File: config.mk
export PLATFORM = sky130hd
export DESIGN_NAME = dit_timing_miter
export DESIGN_NICKNAME = d
export VERILOG_FILES = /design/src/rtl/dit_miter_pkg.sv /design/src/rtl/dit_outst_ctr.sv /design/src/rtl/dit_timing_miter.sv
export SDC_FILE = /design/constraint.sdc
export NUM_CORES = 1
export LEC_CHECK = 0
export ABC_CLOCK_PERIOD_IN_PS = 2800
export BUFFER_PORTS_ARGS = -buffer_cell sky130_fd_sc_hd__clkbuf_2
export CORE_UTILIZATION = 50
export DETAILED_ROUTE_END_ITERATION = 10
export PLACE_DENSITY = 0.81
export SETUP_SLACK_MARGIN = 0.4
export SLEW_MARGIN = 30
export SYNTH_ARGS = -nofsm -noshare
export SYNTH_HDL_FRONTEND = slang
export SYNTH_SLANG_ARGS = --single-unit
File: constraint.sdc
create_clock -name clock -period 2.8 [get_ports clock]
set_clock_uncertainty 0.2 [all_clocks]
set_input_delay 0.42 -clock clock [delete_from_list [all_inputs] [get_ports clock]]
set_output_delay 0.42 -clock clock [all_outputs]
set_load 0.1 [all_outputs]
File: src/rtl/dit_miter_pkg.sv
// Shared types for the dual-copy timing miter: FSM state encoding.
package dit_miter_pkg;

  typedef enum logic [1:0] {
    ST_IDLE     = 2'd0,
    ST_ARMED    = 2'd1,
    ST_TRACK    = 2'd2,
    ST_DIVERGED = 2'd3
  } miter_state_e;

endpackage

File: src/rtl/dit_outst_ctr.sv
// One saturating outstanding-operation counter for a single channel of one
// functional-unit copy. Overflow/underflow flags are combinational for the
// current cycle; the count never wraps.
module dit_outst_ctr
  import dit_miter_pkg::*;
#(
  parameter int OUTST_W = 4
) (
  input  logic i_clk,
  input  logic i_rst,
  input  logic i_clr,
  input  logic i_en,
  input  logic i_inc,
  input  logic i_dec,
  output logic o_busy,
  output logic o_ovf,
  output logic o_unf
);

  logic [OUTST_W-1:0] r_cnt;
  logic               w_full;
  logic               w_empty;

  assign w_full  = &r_cnt;
  assign w_empty = (r_cnt == '0);
  assign o_busy  = ~w_empty;
  assign o_ovf   = i_en & i_inc & ~i_dec & w_full;
  assign o_unf   = i_en & i_dec & ~i_inc & w_empty;

  // Count issues up and completions down, holding at both rails.
  always_ff @(posedge i_clk or posedge i_rst) begin
    if (i_rst) begin
      r_cnt <= '0;
    end else if (i_clr) begin
      r_cnt <= '0;
    end else if (i_en) begin
      if (i_inc && !i_dec && !w_full) begin
        r_cnt <= r_cnt + OUTST_W'(1);
      end else if (i_dec && !i_inc && !w_empty) begin
        r_cnt <= r_cnt - OUTST_W'(1);
      end
    end
  end

endmodule

File: src/rtl/dit_timing_miter.sv
// Timing miter comparing completion strobes of two copies of a functional
// unit fed from a shared issue strobe. Records the first divergence
// (channel and cycle stamp) and flags outstanding-count protocol errors.
// Optional idle watchdog enabled by defining DIT_MITER_WDOG_EN.
module dit_timing_miter
  import dit_miter_pkg::*;
#(
  parameter int NUM_CH     = 1,
  parameter int CNT_W      = 16,
  parameter int OUTST_W    = 4,
  parameter int WDOG_LIMIT = 64
) (
  input  logic                      clock,
  input  logic                      reset,
  input  logic                      arm,
  input  logic                      clear,
  input  logic [NUM_CH-1:0]         io_validin,
  input  logic [NUM_CH-1:0]         u1_validout,
  input  logic [NUM_CH-1:0]         u2_validout,
  output logic                      mismatch,
  output logic [$clog2(NUM_CH):0]   mismatch_ch,
  output logic [CNT_W-1:0]          mismatch_cycle,
  output logic                      proto_err,
  output logic [1:0]                state,
  output logic                      hang
);

  localparam int MCH_W = $clog2(NUM_CH) + 1;

  miter_state_e       r_state;
  logic [CNT_W-1:0]   r_cyc;
  logic               r_mm;
  logic [MCH_W-1:0]   r_mm_ch;
  logic [CNT_W-1:0]   r_mm_cyc;
  logic               r_perr;

  logic               w_active;
  logic [NUM_CH-1:0]  w_busy1, w_busy2;
  logic [NUM_CH-1:0]  w_ovf1, w_ovf2, w_unf1, w_unf2;
  logic               w_perr;
  logic [NUM_CH-1:0]  w_diff;
  logic [MCH_W-1:0]   w_mm_idx;

  assign w_active = (r_state == ST_ARMED) || (r_state == ST_TRACK);

  for (genvar g = 0; g < NUM_CH; g++) begin : g_ch
    dit_outst_ctr #(.OUTST_W(OUTST_W)) u_ctr1 (
      .i_clk  (clock),
      .i_rst  (reset),
      .i_clr  (clear),
      .i_en   (w_active),
      .i_inc  (io_validin[g]),
      .i_dec  (u1_validout[g]),
      .o_busy (w_busy1[g]),
      .o_ovf  (w_ovf1[g]),
      .o_unf  (w_unf1[g])
    );
    dit_outst_ctr #(.OUTST_W(OUTST_W)) u_ctr2 (
      .i_clk  (clock),
      .i_rst  (reset),
      .i_clr  (clear),
      .i_en   (w_active),
      .i_inc  (io_validin[g]),
      .i_dec  (u2_validout[g]),
      .o_busy (w_busy2[g]),
      .o_ovf  (w_ovf2[g]),
      .o_unf  (w_unf2[g])
    );
  end

  // Counters are only enabled in ARMED/TRACK, so their flags are pre-gated.
  assign w_perr = |{w_ovf1, w_ovf2, w_unf1, w_unf2};
  assign w_diff = u1_validout ^ u2_validout;

  // Lowest diverging channel wins; scan downward so the last hit is lowest.
  always_comb begin
    w_mm_idx = '0;
    for (int i = NUM_CH - 1; i >= 0; i--) begin
      if (w_diff[i]) w_mm_idx = MCH_W'(i);
    end
  end

  // Miter FSM with cycle stamp and sticky divergence/protocol flags.
  always_ff @(posedge clock or posedge reset) begin
    if (reset) begin
      r_state  <= ST_IDLE;
      r_cyc    <= '0;
      r_mm     <= 1'b0;
      r_mm_ch  <= '0;
      r_mm_cyc <= '0;
      r_perr   <= 1'b0;
    end else if (clear) begin
      r_state  <= ST_IDLE;
      r_cyc    <= '0;
      r_mm     <= 1'b0;
      r_mm_ch  <= '0;
      r_mm_cyc <= '0;
      r_perr   <= 1'b0;
    end else begin
      if (w_perr) r_perr <= 1'b1;
      case (r_state)
        ST_IDLE: begin
          if (arm) begin
            r_state <= ST_ARMED;
            r_cyc   <= '0;
          end
        end
        ST_ARMED: begin
          if (r_cyc != '1) r_cyc <= r_cyc + CNT_W'(1);
          if (|io_validin) r_state <= ST_TRACK;
        end
        ST_TRACK: begin
          if (r_cyc != '1) r_cyc <= r_cyc + CNT_W'(1);
          if (|w_diff) begin
            r_state  <= ST_DIVERGED;
            r_mm     <= 1'b1;
            r_mm_ch  <= w_mm_idx;
            r_mm_cyc <= r_cyc;
          end
        end
        default: ;
      endcase
    end
  end

  assign state          = r_state;
  assign mismatch       = r_mm;
  assign mismatch_ch    = r_mm_ch;
  assign mismatch_cycle = r_mm_cyc;
  assign proto_err      = r_perr;

`ifdef DIT_MITER_WDOG_EN
  localparam int WD_W = $clog2(WDOG_LIMIT + 1);

  logic [WD_W-1:0] r_idle;
  logic            r_hang;
  logic            w_wd_tick;

  assign w_wd_tick = (r_state == ST_TRACK) && (|{w_busy1, w_busy2}) &&
                     !(|{u1_validout, u2_validout});

  // Count consecutive quiet cycles with work outstanding; latch hang at limit.
  always_ff @(posedge clock or posedge reset) begin
    if (reset) begin
      r_idle <= '0;
      r_hang <= 1'b0;
    end else if (clear) begin
      r_idle <= '0;
      r_hang <= 1'b0;
    end else if (w_wd_tick) begin
      if (r_idle == WD_W'(WDOG_LIMIT - 1)) r_hang <= 1'b1;
      if (r_idle != WD_W'(WDOG_LIMIT)) r_idle <= r_idle + WD_W'(1);
    end else begin
      r_idle <= '0;
    end
  end

  assign hang = r_hang;
`else
  logic w_unused_wdog;
  assign w_unused_wdog = |{w_busy1, w_busy2, WDOG_LIMIT[0]};
  assign hang = 1'b0;
`endif

endmodule

==> impl_results.md, run 1 <==
- Io pins: 29
- Row cnt: 24
- Failing checks: DRC
- DP Area: 2610 µm²
- Routed WL per cell: 14.5 µm
- Fmax: 432 MHz
- Max incr delay on CP: 0.43 ns
- Clock network fraction of design power: 0.214
- Synth warn: 0
- Period utilization: 0.827
- Commonest non-fill, non-tap cells in the layout: 42 x dfrtp_1, 38 x nor2_1, 26 x clkbuf_2
- Count of cell types in the netlist: 49
- Drt drc: 4
- Die height: 71.4 µm
- First-pass GRT wire length: 8250 µm
- CTS Root Cell: clkbuf_8
- Hold Crit Class: primary input to flip-flop
- Via-to-Cell Ratio: 5.71
- H-tree lvl count: 2
- Layout cells sized above 1: 0.205
- Sw Share: 0.394
- Max-Cap Viols: 0
- Crit Path Class: flip-flop to flip-flop
- GRT busiest layer: met2
- Comb pwr share: 0.390
- Largest net degree at the start of global routing: 29
- Clock-pin slew on the worst setup and hold paths: 0.09 ns
- FF+latch count, synth: 44
- Core area: 4470 µm²
- Port Buffers: 26
- Total gr overflow: 0
- Crit path max-delay family: compound AO/OA/AOI/OAI gates
- CP Buf/Inv Count: 1
- GR Util All Layers: 0.209
- Final wirelength: 4870 µm
- Number of synthesized flops with an enable pin: 0
- Post-route design area: 2740 µm²
- Initial Util: 0.538
- Vias: 1912
- Fill count: 366
- M1 GR Usage: 0.267
- GR met2 Demand/Resource: 0.345
- Initial antenna violation count: 0
- Layout area overhead: 14.0%
- Finish-stage setup viols: 0
- Endpoints failing hold: 0
- Leakage: 0.00136 µW
- Multi-input gate area in the final layout: 1240 µm²
- Die ar.: 5090 µm²
- Starting DRT DRC Count: 95
- Async S/R FF share, synth: 1.00
- Power Density: 698 nW/µm²
- Slew @ Worst Pin: 0.603 ns
- Maximum vdd ir drop: 0.337 mV
- Largest area contributor in the netlist: dfrtp_1
- Worst slew margin: 0.597
- Die width: 71.4 µm
- Routed Antenna Nets: 0
- Vias in the first global route: 1812
- Drt first pass iters: 7
- Register area share after synthesis: 0.458
- Avg Cell Area, Syn: 9.62 µm²
- Critical path fanouts, max: 9
- # nets final: 298
- Worst skew pair latency: 0.30 ns
- Max-slew violations: 0
- Placer Congestion: 0.882
- Result of the run: complete, but fails checks
- Synthesized area: 2410 µm²
- RSZ-0062 raised after global routing: false
- Synth top area share: 0.458
- FF+latch area: 1110 µm²
- Final min period: 2.32 ns
- Synthesized instance count: 250
- Internal: 1160 µW
- Post-DP HPWL: 3460 µm
- Critical Path RT: 2.81 ns
- Met3 Track Usage GR: 0.0450
- Most common cell after layout, fill and taps aside: dfrtp_1
- Setup crit end kind: flip-flop
- Diode count: 0
- Worst path arrival time: 2.33 ns
- CTS Buffer Depth: 2
- Net switching power of the design: 755 µW
- Total CTS buffers: 5
- Reg power frac: 0.396
- CTS tree: built
- Critical-path cell list: inv_2 > ha_4 > mux2_1 > nor2_1 > a2111o_1 > or3_1 > a21oi_1
- Most used flip-flop cell after synthesis: dfrtp_1
- Worst-path cell with the longest stage delay: dfrtp_4
- Top post-synthesis cells by area: dfrtp_1 46%, mux2i_1 7.1%, nor2_1 5.9%
- TNS Setup: 0 ns
- Crit start category: flip-flop
- TritonCTS Sinks: 44
==> flip-flops by register name, indices dropped and copies added, names as in the netlist <==
signal and flops:
g_ch.u_ctr1.r_cnt 4, mismatch_cycle 16, g_ch.u_ctr2.r_cnt 4, state 2, proto_err 1, mismatch 1, r_cyc 16
==> cells in the mapped netlist, types with 2 or more instances <==
cell type / number
a21boi_0: 2
a21oi_1: 14
a31o_2: 3
and3_1: 4
and4_1: 2
buf_2: 3
buf_4: 2
clkbuf_1: 4
dfrtp_1: 44
ha_1: 8
inv_1: 13
mux2_2: 2
mux2i_1: 17
nand2_1: 8
nand2b_1: 6
nand3_1: 8
nand4_1: 4
nor2_1: 38
nor2b_1: 4
nor3_1: 3
o21ai_0: 18
o31ai_1: 4
or3_1: 6
xnor2_1: 5
xor2_1: 4
==> cell families (layout without fill, tap and decap cells) <==
group | count (synthesis) | after routing | synth area share
multiplexers | 20 | 20 | 0.0848
buffers and inverters | 23 | 55 | 0.0437
adder cells (fa/ha/maj) | 9 | 9 | 0.0499
AO/OA/AOI/OAI | 51 | 51 | 0.129
XOR/XNOR | 9 | 9 | 0.0328
other | 1 | 2 | 0.00156
flip-flops | 44 | 44 | 0.458
AND/OR/NAND/NOR | 93 | 93 | 0.200
==> layout make-up <==
| cell class | instances | share of cell area |
|---|---|---|
| clock buffers | 6 | 0.0301 |
| clock inverters | 2 | 0.00365 |
| inverters | 13 | 0.0178 |
| multi-input cells | 184 | 0.451 |
| flip-flops and latches | 44 | 0.404 |
| well taps | 52 | 0.0237 |
| repair buffers | 34 | 0.0702 |
==> metal layers <==
layer  vias to the layer above  share of wire  wire length [µm]
li1                        947              -                 -
met1                       913           0.45              2220
met2                        45           0.49              2400
met3                         7          0.036               177
met4                         0          0.016                78
met5                         -              0                 0
==> worst reg2reg max path, cell delays in order, from the launching register on <==
cell and delay [ns]:
dfrtp_4 0.43, inv_2 0.06, ha_4 0.32, mux2_1 0.19, nor2_1 0.07, a2111o_1 0.41
or3_1 0.37, a21oi_1 0.18
==> worst paths after layout <==
| check | startpoint | endpoint | slack [ns] | cells past startpoint |
|---|---|---|---|---|
| worst min register to register | mismatch$_DFFE_PP0P_ | mismatch$_DFFE_PP0P_ | 0.31 | 2 |
| min in group asynchronous | reset | mismatch_cycle[13]$_DFFE_PP0P_ | 0.45 | 3 |
| worst max register to register | state[1]$_DFFE_PP0P_ | r_cyc[13]$_DFFE_PP0P_ | 0.48 | 7 |
| worst min-delay path | clear | mismatch_cycle[8]$_DFFE_PP0P_ | 0.21 | 2 |
| worst max-delay path | state[1]$_DFFE_PP0P_ | r_cyc[13]$_DFFE_PP0P_ | 0.48 | 7 |
| max in group asynchronous | reset | mismatch_cycle[12]$_DFFE_PP0P_ | 1.37 | 4 |
==> per-stage QoR <==
stage	total power [µW]	hold WS, ns	cells	util	worst slack, ns
final	1920	0.210	335	0.613	0.484
after global routing	2030	0.210	335	0.613	0.392
after CTS	1910	0.198	334	0.607	0.411
after detailed placement	1500	0.213	325	0.584	0.395
after global placement	1480	0.207	325	0.584	0.439
after floorplan	1370	0.293	251	-	0.392
==> power by group through the flow <==
| stage | sequential, µW | clock (µW) | combinational (µW) |
|---|---|---|---|
| 6_report | 759 | 410 | 747 |
| 5_1_grt | 769 | 442 | 815 |
| 4_1_cts | 760 | 423 | 733 |
| 3_5_place_dp | 772 | 0 | 725 |
| 3_3_place_gp | 769 | 0 | 707 |
| 2_1_floorplan | 903 | 0 | 464 |
==> what timing repair did <==
| action | CTS | global route |
|---|---|---|
| endpoints found under the setup margin | 0 | 9 |
| hold endpoints to repair | 15 | 0 |
| resized for setup | 0 | 4 |
| hold buffers | 1 | 0 |
| buffers inserted | 0 | 1 |
Power figures use the tool's default switching activity.
==> inputs of run 2 (changes only) <==
--- a/config.mk
+++ b/config.mk
@@ -5,7 +5,8 @@
 export SDC_FILE = /design/constraint.sdc
 export NUM_CORES = 1
 export LEC_CHECK = 0
-export ABC_CLOCK_PERIOD_IN_PS = 2800
+export ABC_AREA = 1
+export ABC_CLOCK_PERIOD_IN_PS = 2360
 export BUFFER_PORTS_ARGS = -buffer_cell sky130_fd_sc_hd__clkbuf_2
 export CORE_UTILIZATION = 50
 export DETAILED_ROUTE_END_ITERATION = 10
==> constraint.sdc (replaced) <==
create_clock -name clock -period 2.36 [get_ports clock]
set_clock_uncertainty 0.2 [all_clocks]
set_input_delay 0.354 -clock clock [delete_from_list [all_inputs] [get_ports clock]]
set_output_delay 0.354 -clock clock [all_outputs]
set_load 0.1 [all_outputs]
==> run 2 against run 1 <==
  * The flow now finishes without violations
  * Routed wire length rose by 15%
  * Register-to-register slack hardly changed
  * Clock-buffer cell count unchanged
  * Clock power is 37% higher
  * Setup slack got worse by 0.0051 ns
  * Synthesized cell count up 37%
  * First-iteration DRC count up 110%
  * Sequential power grew 20%
==> impl_results.md, run 2 <==
- FF+latch count, synth: 44
- Layout cells sized above 1: 0.272
- Synth warn: 0
- CTS Buffer Depth: 2
- Commonest non-fill, non-tap cells in the layout: 71 x nand2_1, 42 x dfrtp_1, 41 x nand3_1
- Hold Crit Class: primary input to flip-flop
- Vias in the first global route: 2096
- Synth top area share: 0.403
- Crit start category: flip-flop
- Worst flop-to-flop path startpoint: g_ch[0].u_ctr1.r_cnt[1]$_DFFE_PP0P_
- CP Launch Point: g_ch[0].u_ctr1.r_cnt[1]$_DFFE_PP0P_
- Core area: 5170 µm²
- RSZ-0062 raised after global routing: true
- Max-slew violations: 0
- TritonCTS Sinks: 44
- TNS Setup: 0 ns
- Diode count: 0
- Most frequent cells after synthesis: 75 x nand2_1, 44 x dfrtp_1, 41 x nand3_1
- Reg power frac: 0.343
- Max-Cap Viols: 0
- Via-to-Cell Ratio: 5.14
- Initial Util: 0.529
- Met2 WL: 2690 µm
- Async S/R FF share, synth: 1.00
- Starting DRT DRC Count: 195
- Leakage: 0.00149 µW
- Fmax: 532 MHz
- Drt first pass iters: 4
- # nets final: 394
- Clock network fraction of design power: 0.211
- Sw Share: 0.427
- Final wirelength: 5620 µm
- Placer Congestion: 0.860
- Die height: 75.9 µm
- Power Density: 846 nW/µm²
- Worst skew pair latency: 0.30 ns
- Maximum vdd ir drop: 0.421 mV
- CTS tree: built
- Final min period: 1.88 ns
- Largest area contributor in the netlist: dfrtp_1
- Final Worst Setup Slack: 0.479 ns
- Top post-synthesis cells by area: dfrtp_1 40%, nand2_1 10%, nand3_1 7.5%
- Synthesized area: 2730 µm²
- Drt drc: 0
- Total gr overflow: 0
- Count leader, synth: nand2_1
- Routed WL per cell: 12.5 µm
- Crit Path Class: flip-flop to flip-flop
- Post-DP HPWL: 4060 µm
- Top Metal Used: met4
- Critical Path RT: 2.35 ns
- Setup crit end kind: flip-flop
- H-tree lvl count: 2
- Internal: 1530 µW
- DP Worst Slack: 0.262 ns
- Comb pwr share: 0.446
- Avg Cell Area, Syn: 7.99 µm²
- Port Buffers: 26
- Synthesized instance count: 342
- First-pass GRT wire length: 9520 µm
- Most used flip-flop cell after synthesis: dfrtp_1
- Post-route design area: 3140 µm²
- Net switching power of the design: 1130 µW
- GR Util All Layers: 0.206
- Vias: 2310
- DP Area: 2950 µm²
- Endpoints failing hold: 0
- Finish-stage setup viols: 0
- Hold path startpoint: clear
- Period utilization: 0.797
- Most common cell after layout, fill and taps aside: nand2_1
- Clock-pin slew on the worst setup and hold paths: 0.07 ns
- Worst path arrival time: 1.87 ns
- Total CTS buffers: 5
- Routed Antenna Nets: 0
- Worst slew margin: 0.633
- Slew @ Worst Pin: 0.553 ns
- Met3 WL: 209 µm
- Row cnt: 26
- Initial antenna violation count: 0
- Die width: 75.9 µm
- CTS Root Cell: clkbuf_8
- Register area share after synthesis: 0.403
- Number of synthesized flops with an enable pin: 0
- Layout area overhead: 15.0%
- Die ar.: 5770 µm²
- Result of the run: finished clean
- Met1 Wirelength: 2650 µm
- Critical path fanouts, max: 5
- Largest net degree at the start of global routing: 45
- Io pins: 29
- Count of cell types in the netlist: 43
run 2: kinds of logic after synthesis:
logic type	share of synthesized area
and+or+nand+nor	0.319
other	0.00137
DFF	0.403
AOI/OAI and AO/OA	0.114
adders and majority gates	0.0439
buffers and inverters	0.0966
xor gates and xnor gates	0.0220
run 2: worst paths after layout:
kind / to / slack, ns / depth (start not counted)
worst max-delay path: g_ch[0].u_ctr1.r_cnt[2]$_DFFE_PP0P_ / 0.48 / 9
worst min-delay path: mismatch$_DFFE_PP0P_ / 0.12 / 2
worst max register to register: g_ch[0].u_ctr1.r_cnt[2]$_DFFE_PP0P_ / 0.48 / 9
worst min register to register: mismatch_cycle[7]$_DFFE_PP0P_ / 0.31 / 2
max in group asynchronous: state[0]$_DFFE_PP0P_ / 1.31 / 4
min in group asynchronous: mismatch_cycle[0]$_DFFE_PP0P_ / 0.41 / 4
run 2: metrics by stage:
step | cells | power, µW | hold WS [ns] | util
final | 449 | 2660 | 0.118 | 0.608
after global routing | 449 | 2820 | 0.142 | 0.608
after CTS | 443 | 2570 | 0.110 | 0.597
after detailed placement | 431 | 1990 | 0.191 | 0.569
after global placement | 431 | 1960 | 0.186 | 0.569
after floorplan | 343 | 1840 | 0.217 | -
run 2: metal layers:
metal,vias up,GRT usage
met5,-,0
met4,0,0.0654
met3,7,0.0386
met2,49,0.347
met1,1073,0.269
li1,1181,-
run 2: final cells by class:
class,instances,area [µm²]
Timing Repair Buffer,39,246
Fill cell,455,2030
Inverter,45,185
Tap cell,70,87.6
Clock buffer,6,72.6
Sequential cell,44,1110
Multi-Input combinational cell,243,1410
Clock inverter,2,35.0
run 2: power groups by stage:
stage          Clock [µW]  Sequential [µW]  Combinational (µW)
2_1_floorplan           0             1120                 714
6_report              562              913                1190
3_5_place_dp            0              932                1060
5_1_grt               598              923                1300
4_1_cts               576              909                1080
3_3_place_gp            0              929                1040
run 2: repair_timing:
item	CTS	global route
endpoints found under the hold margin	44	0
setup endpoints to repair	1	16
pin swaps	1	3
hold buffers	1	0
gates resized for setup	0	6
buffers inserted	3	6
run 2: critical path, cell delays in order, from the launching register on:
cell	delay, ns
dfrtp_1	0.42
buf_6	0.14
or2_1	0.21
and2_1	0.16
ha_1	0.17
inv_1	0.05
nand2_1	0.05
or2_2	0.27
nand3_1	0.07
nand2_1	0.04
